==> src/rtl/multiplier_32b_rr_arb.sv <==
// Round-robin arbiter sharing one registered 32x32->64 multiplier among NUM_REQ requesters.
// Optional statistics counters are enabled with `define MULTIPLIER_RR_ARB_STAT_EN.
module multiplier_32b_rr_arb #(
   parameter int unsigned NUM_REQ = 4,
   parameter int unsigned IDW     = $clog2(NUM_REQ)
) (
   input  logic                   iClk,
   input  logic                   iRst,
   input  logic                   iFlush,
   input  logic [NUM_REQ-1:0]     iReqValid,
   output logic [NUM_REQ-1:0]     oReqReady,
   input  logic [NUM_REQ*32-1:0]  iReqData0,
   input  logic [NUM_REQ*32-1:0]  iReqData1,
   output logic [NUM_REQ-1:0]     oRespValid,
   input  logic [NUM_REQ-1:0]     iRespReady,
   output logic [63:0]            oRespData,
   output logic [IDW-1:0]         oRespId,
   output logic                   oMulEn,
   output logic                   oMulClr,
   output logic [31:0]            oMulData0,
   output logic [31:0]            oMulData1,
   input  logic [63:0]            iMulData
`ifdef MULTIPLIER_RR_ARB_STAT_EN
   ,
   output logic [31:0]            oIssueCnt,
   output logic [31:0]            oStallCnt
`endif
);

   localparam logic [IDW:0]   NumReqW = (IDW+1)'(NUM_REQ);
   localparam logic [IDW-1:0] LastId  = IDW'(NUM_REQ - 1);

   logic [IDW-1:0] ptr_q, ptr_d;
   logic           resp_valid_q, resp_valid_d;
   logic [IDW-1:0] resp_id_q, resp_id_d;

   logic [NUM_REQ-1:0] rot_valid;
   logic [IDW-1:0]     first_off;
   logic [IDW:0]       grant_sum;
   logic [IDW-1:0]     grant;
   logic [IDW-1:0]     ptr_next;
   logic               accept;
   logic               slot_free;
   logic               issue;

   // Rotate requests so that bit 0 is the current highest-priority requester.
   always_comb begin
      rot_valid = NUM_REQ'({iReqValid, iReqValid} >> ptr_q);
      first_off = '0;
      for (int k = NUM_REQ - 1; k >= 0; k--) begin
         if (rot_valid[k]) begin
            first_off = IDW'(k);
         end
      end
      grant_sum = {1'b0, ptr_q} + {1'b0, first_off};
      if (grant_sum >= NumReqW) begin
         grant = IDW'(grant_sum - NumReqW);
      end else begin
         grant = IDW'(grant_sum);
      end
      ptr_next = (grant == LastId) ? '0 : grant + 1'b1;
   end

   always_comb begin
      accept    = resp_valid_q && iRespReady[resp_id_q] && !iFlush && !iRst;
      slot_free = !resp_valid_q || accept;
      issue     = !iRst && !iFlush && slot_free && (|iReqValid);
   end

   always_comb begin
      ptr_d        = ptr_q;
      resp_valid_d = resp_valid_q;
      resp_id_d    = resp_id_q;
      if (issue) begin
         ptr_d        = ptr_next;
         resp_valid_d = 1'b1;
         resp_id_d    = grant;
      end else if (accept || iFlush) begin
         resp_valid_d = 1'b0;
      end
   end

   always_ff @(posedge iClk) begin
      if (iRst) begin
         ptr_q        <= '0;
         resp_valid_q <= 1'b0;
         resp_id_q    <= '0;
      end else begin
         ptr_q        <= ptr_d;
         resp_valid_q <= resp_valid_d;
         resp_id_q    <= resp_id_d;
      end
   end

   always_comb begin
      oReqReady  = '0;
      oRespValid = '0;
      oMulData0  = '0;
      oMulData1  = '0;
      for (int i = 0; i < NUM_REQ; i++) begin
         if (issue && (grant == IDW'(i))) begin
            oReqReady[i] = 1'b1;
            oMulData0    = iReqData0[32*i +: 32];
            oMulData1    = iReqData1[32*i +: 32];
         end
         if (resp_valid_q && (resp_id_q == IDW'(i))) begin
            oRespValid[i] = 1'b1;
         end
      end
   end

   // Without an enable the external multiplier holds the product still owed.
   assign oMulEn    = issue;
   assign oMulClr   = iRst || iFlush;
   assign oRespData = iMulData;
   assign oRespId   = resp_id_q;

`ifdef MULTIPLIER_RR_ARB_STAT_EN
   logic [31:0] issue_cnt_q, issue_cnt_d;
   logic [31:0] stall_cnt_q, stall_cnt_d;

   always_comb begin
      issue_cnt_d = issue_cnt_q;
      stall_cnt_d = stall_cnt_q;
      if (issue) begin
         issue_cnt_d = issue_cnt_q + 32'd1;
      end
      if (resp_valid_q && !accept) begin
         stall_cnt_d = stall_cnt_q + 32'd1;
      end
   end

   always_ff @(posedge iClk) begin
      if (iRst) begin
         issue_cnt_q <= '0;
         stall_cnt_q <= '0;
      end else begin
         issue_cnt_q <= issue_cnt_d;
         stall_cnt_q <= stall_cnt_d;
      end
   end

   assign oIssueCnt = issue_cnt_q;
   assign oStallCnt = stall_cnt_q;
`endif

endmodule
==> config.mk <==
export PLATFORM = sky130hd
export DESIGN_NAME = multiplier_32b_rr_arb
export DESIGN_NICKNAME = d
export VERILOG_FILES = /design/src/rtl/multiplier_32b_rr_arb.sv
export SDC_FILE = /design/constraint.sdc
export NUM_CORES = 1
export LEC_CHECK = 0
export ABC_AREA = 1
export CORE_AREA = 2 2 185 187
export DETAILED_ROUTE_END_ITERATION = 16
export DIE_AREA = 0 0 187 189
export GPL_ROUTABILITY_DRIVEN = 0
export HOLD_SLACK_MARGIN = 0.02
export PLACE_DENSITY = 0.52
export SYNTH_ARGS = -nofsm -noshare
export SYNTH_HDL_FRONTEND = slang
export SYNTH_SLANG_ARGS = --single-unit
==> constraint.sdc <==
create_clock -name iClk -period 7.36 [get_ports iClk]
set_input_delay 1.472 -clock iClk [delete_from_list [all_inputs] [get_ports iClk]]
set_output_delay 1.472 -clock iClk [all_outputs]
set_load 0.05 [all_outputs]
# Yosys cells after proc, flatten, opt, wreduce, memory -nomap -nowiden
# Cells that the tools add are included.
word_totals:
  regBits: 5
  input_bits: 331
  out_inout_bits: 140
op_classes:
  addsub: 3
  order_cmp: 2
  eq_ne: 6
  n_shift: 1
  mux: 26
  reduce_logical: 24
ops:
  columns: ["cell", "n"]
  rows:
  - ["$mux 32", 8]
  - ["$logic_and 1x1->1", 14]
  - ["$mux 2", 6]
  - ["$mux 1", 11]
  - ["$eq 2x2->1 const B", 4]
  - ["$shr 8x2->4", 1]
  - ["$eq 2x1->1 const B", 2]
  - ["$logic_not 2->1", 2]
  - ["$reduce_or 4->1", 1]
  - ["$add 2x2->3", 1]
  - ["$ge 3x3->1 const B", 1]
  - ["$logic_not 1->1", 3]
  - ["$logic_or 1x1->1", 3]
  - ["$lt 2x3->1 const B", 1]
  - ["$add 2x1->2 const B", 1]
  - ["$bmux 1 s2", 1]
  - ["$reduce_bool 2->1", 1]
  - ["$sub 2x1->2 const B", 1]

# Longest topological paths before layout
depth:
  depth_word: 14
  depth_mapped: 19

# Least setup slack after synthesis
# Ideal clock, no wire load.
synth_timing:
  path_type: "in2out"
  startpoint: "input port iReqValid[3]"
  endpoint: "output port oReqReady[1]"
  t_arrival_ns: 3.822
  required_time_ns: 5.888
  path_slack_ns: 2.066
  cell_stages: 14
  path_cell_list: "nand2_1 > nand3_1 > nand2_1 > a21boi_0 > ha_1 > inv_1 > nand3_1 > nand2_1 > inv_1 > ha_1 > clkbuf_1 > buf_1 > inv_1 > nor2_1"
synth_between:
  elab_chain_len: 11
  word_cells_on_any_way: 14
synth_lines:
  columns: ["item", "line", "source"]
  rows:
  - ["from (decl)", "10", "input logic [NUM_REQ-1:0] iReqValid,"]
  - ["$shr 8x2->4 *", "48", "rot_valid = NUM_REQ'({iReqValid, iReqValid} >> ptr_q);"]
  - ["$mux 2 (3 in series)", "51", "if (rot_valid[k]) begin"]
  - ["$mux 2 *", "51", null]
  - ["$add 2x2->3 *", "55", "grant_sum = {1'b0, ptr_q} + {1'b0, first_off};"]
  - ["$ge 3x3->1 or $sub 2x1->2 (tied branches)", "56, 57", null]
  - ["$mux 2 *", "56", "if (grant_sum >= NumReqW) begin"]
  - ["named net grant[1]", "40", "logic [IDW-1:0] grant;"]
  - ["$eq 2x1->1 *", "101", "if (issue && (grant == IDW'(i))) begin"]
  - ["$logic_and 1x1->1 *", "101", null]
  - ["$mux 1 *", "101", null]
  - ["to (decl)", "11", "output logic [NUM_REQ-1:0] oReqReady,"]
# Mark *: on every way through the listed nets, which the timed path passes. The rest lies on a longest branch.

# Worst setup path after layout
layout_timing:
  startpoint: "input port iReqValid[2]"
  endpoint: "output port oMulData1[16]"
layout_between:
  elab_chain_len: 14
  word_cells_on_any_way: 23
layout_lines:
  columns: ["item", "line", "source"]
  rows:
  - ["$shr 8x2->4 *", "48", null]
  - ["$mux 2 (3 in series)", "51", null]
  - ["$mux 2 *", "51", null]
  - ["$add 2x2->3 *", "55", null]
  - ["$ge 3x3->1 or $sub 2x1->2 (tied branches)", "56, 57", null]
  - ["$mux 2 *", "56", null]
  - ["named net grant[1]", "40", null]
  - ["$logic_not 2->1", "101", null]
  - ["$logic_and 1x1->1", "101", null]
  - ["$mux 32 (3 in series)", "101", null]
  - ["$mux 32 *", "101", null]
  - ["to (decl)", "21", "output logic [31:0] oMulData1,"]
# Marks and branches as above.

==> results.ini <==
[power]
p_int_w=0.000450
clockPowerShare=0.085
power_frac_comb=0.884
switching_share=0.580
vdd_drop_max_mv=0.0754
p_leak_nw=4.44
power.switching_w=0.000622
power_density_nw_per_um2=126
pwr-share-seq=0.031

[synth]
yosysMostFrequentCell=nand2_1
synth_area_leaders=nand4_1 23%, nand2_1 20%, inv_1 15%, buf_4 10%, nand3_2 9.6%
synth_top_area_frac=0.231
synthCells=1016
yosysWarnings=0
yosysSeqAreaShare=0.0191
avgSynthCellArea_sq_um=5.15
ys_ff_latch=5
synthesis.area_sq_um=5230
synth_edf_count=0
synth_top_cell_by_area=nand4_1
async_flop_share=0
synthesis.nets=1352
ys_top_cells_by_count=285 x nand2_1, 205 x inv_1, 193 x nand4_1
synth.distinct_cells=27
ys_dominant_reg_cell=dfxtp_1

[setup_path]
cp_max_fo=60
end_kind=primary output
crit_arrival_ps=5170
crit_path_start_kind=input pin
timing.rr.start=ptr_q[0]
crit_required_ps=5890
rr_worst_depth=12
critPathKind=in -> out
crit_start=iReqValid[2]

[worst_hold_path]
whs_path_depth=2
hp-class=reg -> reg
hold_start=ptr_q[0]

[sta]
relSlewSlack=0.448
tns_ps=0
finClkSkew_ps=1.26
slew_violations=0
layout_min_cycle_time_ps=6650
worst_pin_slew_ps=828
hold_violations=0
setup_violations=0
fin_hold_ws_ps=590
post-route-period-util=0.903
rsz0062_at_grt=no
fmax_mhz=150

[detailed_routing]
drt-initial-drc-count=296
drc=0
ant_nets=0
wl_per_cell_um=14.6
drt-total-wl_um=24400
vias_per_cell=4.25
first_pass_iters=4
vias=7104

[die]
coreArea_sq_um=33300
num_rows=67
die_h_um=189
design.portCount=471
die_w_um=187
fp.dieArea_sq_um=35300
initial_core_util=0.157

[grt]
grt_max_degree=193
grt_pass1_wl_um=38300
antenna_found_initial=0
grt_util_all_layers=0.132
grt.overflow.total=0
grt_pass1_vias=7054

[clock_tree]
worstSkewPairLatency_ps=230
clkSinkCount=5
htreeDepth=1
clkTransAtPathRegs_ps=30
numCtsBuffers=3
postCtsHoldBufs=0
cts_resized=0
post_cts_buffers=0
cts_buffer_depth=2
cts_tree=built
cts_root_buffer=clkbuf_16

[final_layout]
nets=1559
diodes=0
syn_to_final_growth_pct=62.5
layout-drive-gt1-share=0.0777

[flow_run]
drv_cap=0

[placement]
dpl.hpwl_um=18600
port_buffers=342

[status]
outcome=completed

sequential cells by signal, summed over array words and instances (netlist names):
register,count
oRespId,2
ptr_q,2
resp_valid_q,1
per-layer routing:
| layer | track usage | share of wire |
|---|---|---|
| met1 | 0.160 | 0.42 |
| met4 | 0.0375 | 0.026 |
| met2 | 0.240 | 0.49 |
| met5 | 0 | 0 |
| met3 | 0.0211 | 0.063 |
layout make-up:
cell class	instances	area, sq um
Multi-Input combinational cell	649	3420
Clock buffer	4	78.8
Fill cell	3818	24800
Inverter	208	781
Timing Repair Buffer	356	3560
Tap cell	448	561
Sequential cell	5	100
cells in the final DEF (no fill, tap or decap), drive strengths merged, types with 3 or more instances in the layout:
| cell | synthesis | routed |
|---|---|---|
| a21oi | 3 | 3 |
| buf | 126 | 30 |
| clkbuf | 28 | 4 |
| clkdlybuf4s50 | 0 | 326 |
| dfxtp | 5 | 5 |
| ha | 5 | 5 |
| inv | 208 | 208 |
| nand2 | 288 | 288 |
| nand3 | 78 | 78 |
| nand4 | 193 | 193 |
| nor2 | 71 | 71 |
| nor3 | 4 | 4 |
worst max-delay path, stage by stage:
cell and delay (ps):
clkdlybuf4s50_1 440, nand2_1 110, nand3_1 80, nand2_1 150
a21boi_0 250, ha_1 220, inv_1 40, nand3_1 90
nand2_1 100, inv_1 120, ha_4 500, buf_12 330
nand4_1 170, nand3_2 120, nand2_1 70, nand2_1 50
clkdlybuf4s50_1 800
final timing paths:
check | end | slack (ps)
worst max-delay path | oMulData1[16] | 710
worst min-delay path | ptr_q[0] | 590
worst max register to register | ptr_q[1] | 5020
worst min register to register | ptr_q[0] | 590
power by group through the flow:
| stage | Clock, W | Combinational [W] | Sequential, W |
|---|---|---|---|
| 6_report | 0.0000907 | 0.000947 | 0.0000333 |
| 5_1_grt | 0.0000944 | 0.00103 | 0.0000340 |
| 4_1_cts | 0.0000926 | 0.000954 | 0.0000332 |
| 3_5_place_dp | 0 | 0.000951 | 0.0000336 |
| 3_3_place_gp | 0 | 0.000947 | 0.0000335 |
| 2_1_floorplan | 0 | 0.000665 | 0.0000355 |
metrics by stage:
| stage | utilization | power [W] | std cells | setup WS [ps] | area (sq um) |
|---|---|---|---|---|---|
| 2_1_floorplan | - | 0.000700 | 1016 | 2070 | 5230 |
| 3_3_place_gp | 0.253 | 0.000981 | 1666 | 872 | 8430 |
| 3_5_place_dp | 0.253 | 0.000984 | 1666 | 723 | 8430 |
| 4_1_cts | 0.256 | 0.00108 | 1670 | 707 | 8500 |
| 5_1_grt | 0.256 | 0.00115 | 1670 | 430 | 8500 |
| 6_report | 0.256 | 0.00107 | 1670 | 714 | 8500 |
cell families after synthesis:
logic type	count (synthesis)	synth area share
flip-flops	5	0.0191
AND/OR/NAND/NOR	637	0.625
adder cells (fa/ha/maj)	5	0.0120
buffers and inverters	362	0.333
AO/OA/AOI/OAI	7	0.0105
Power figures use the tool's default switching activity.
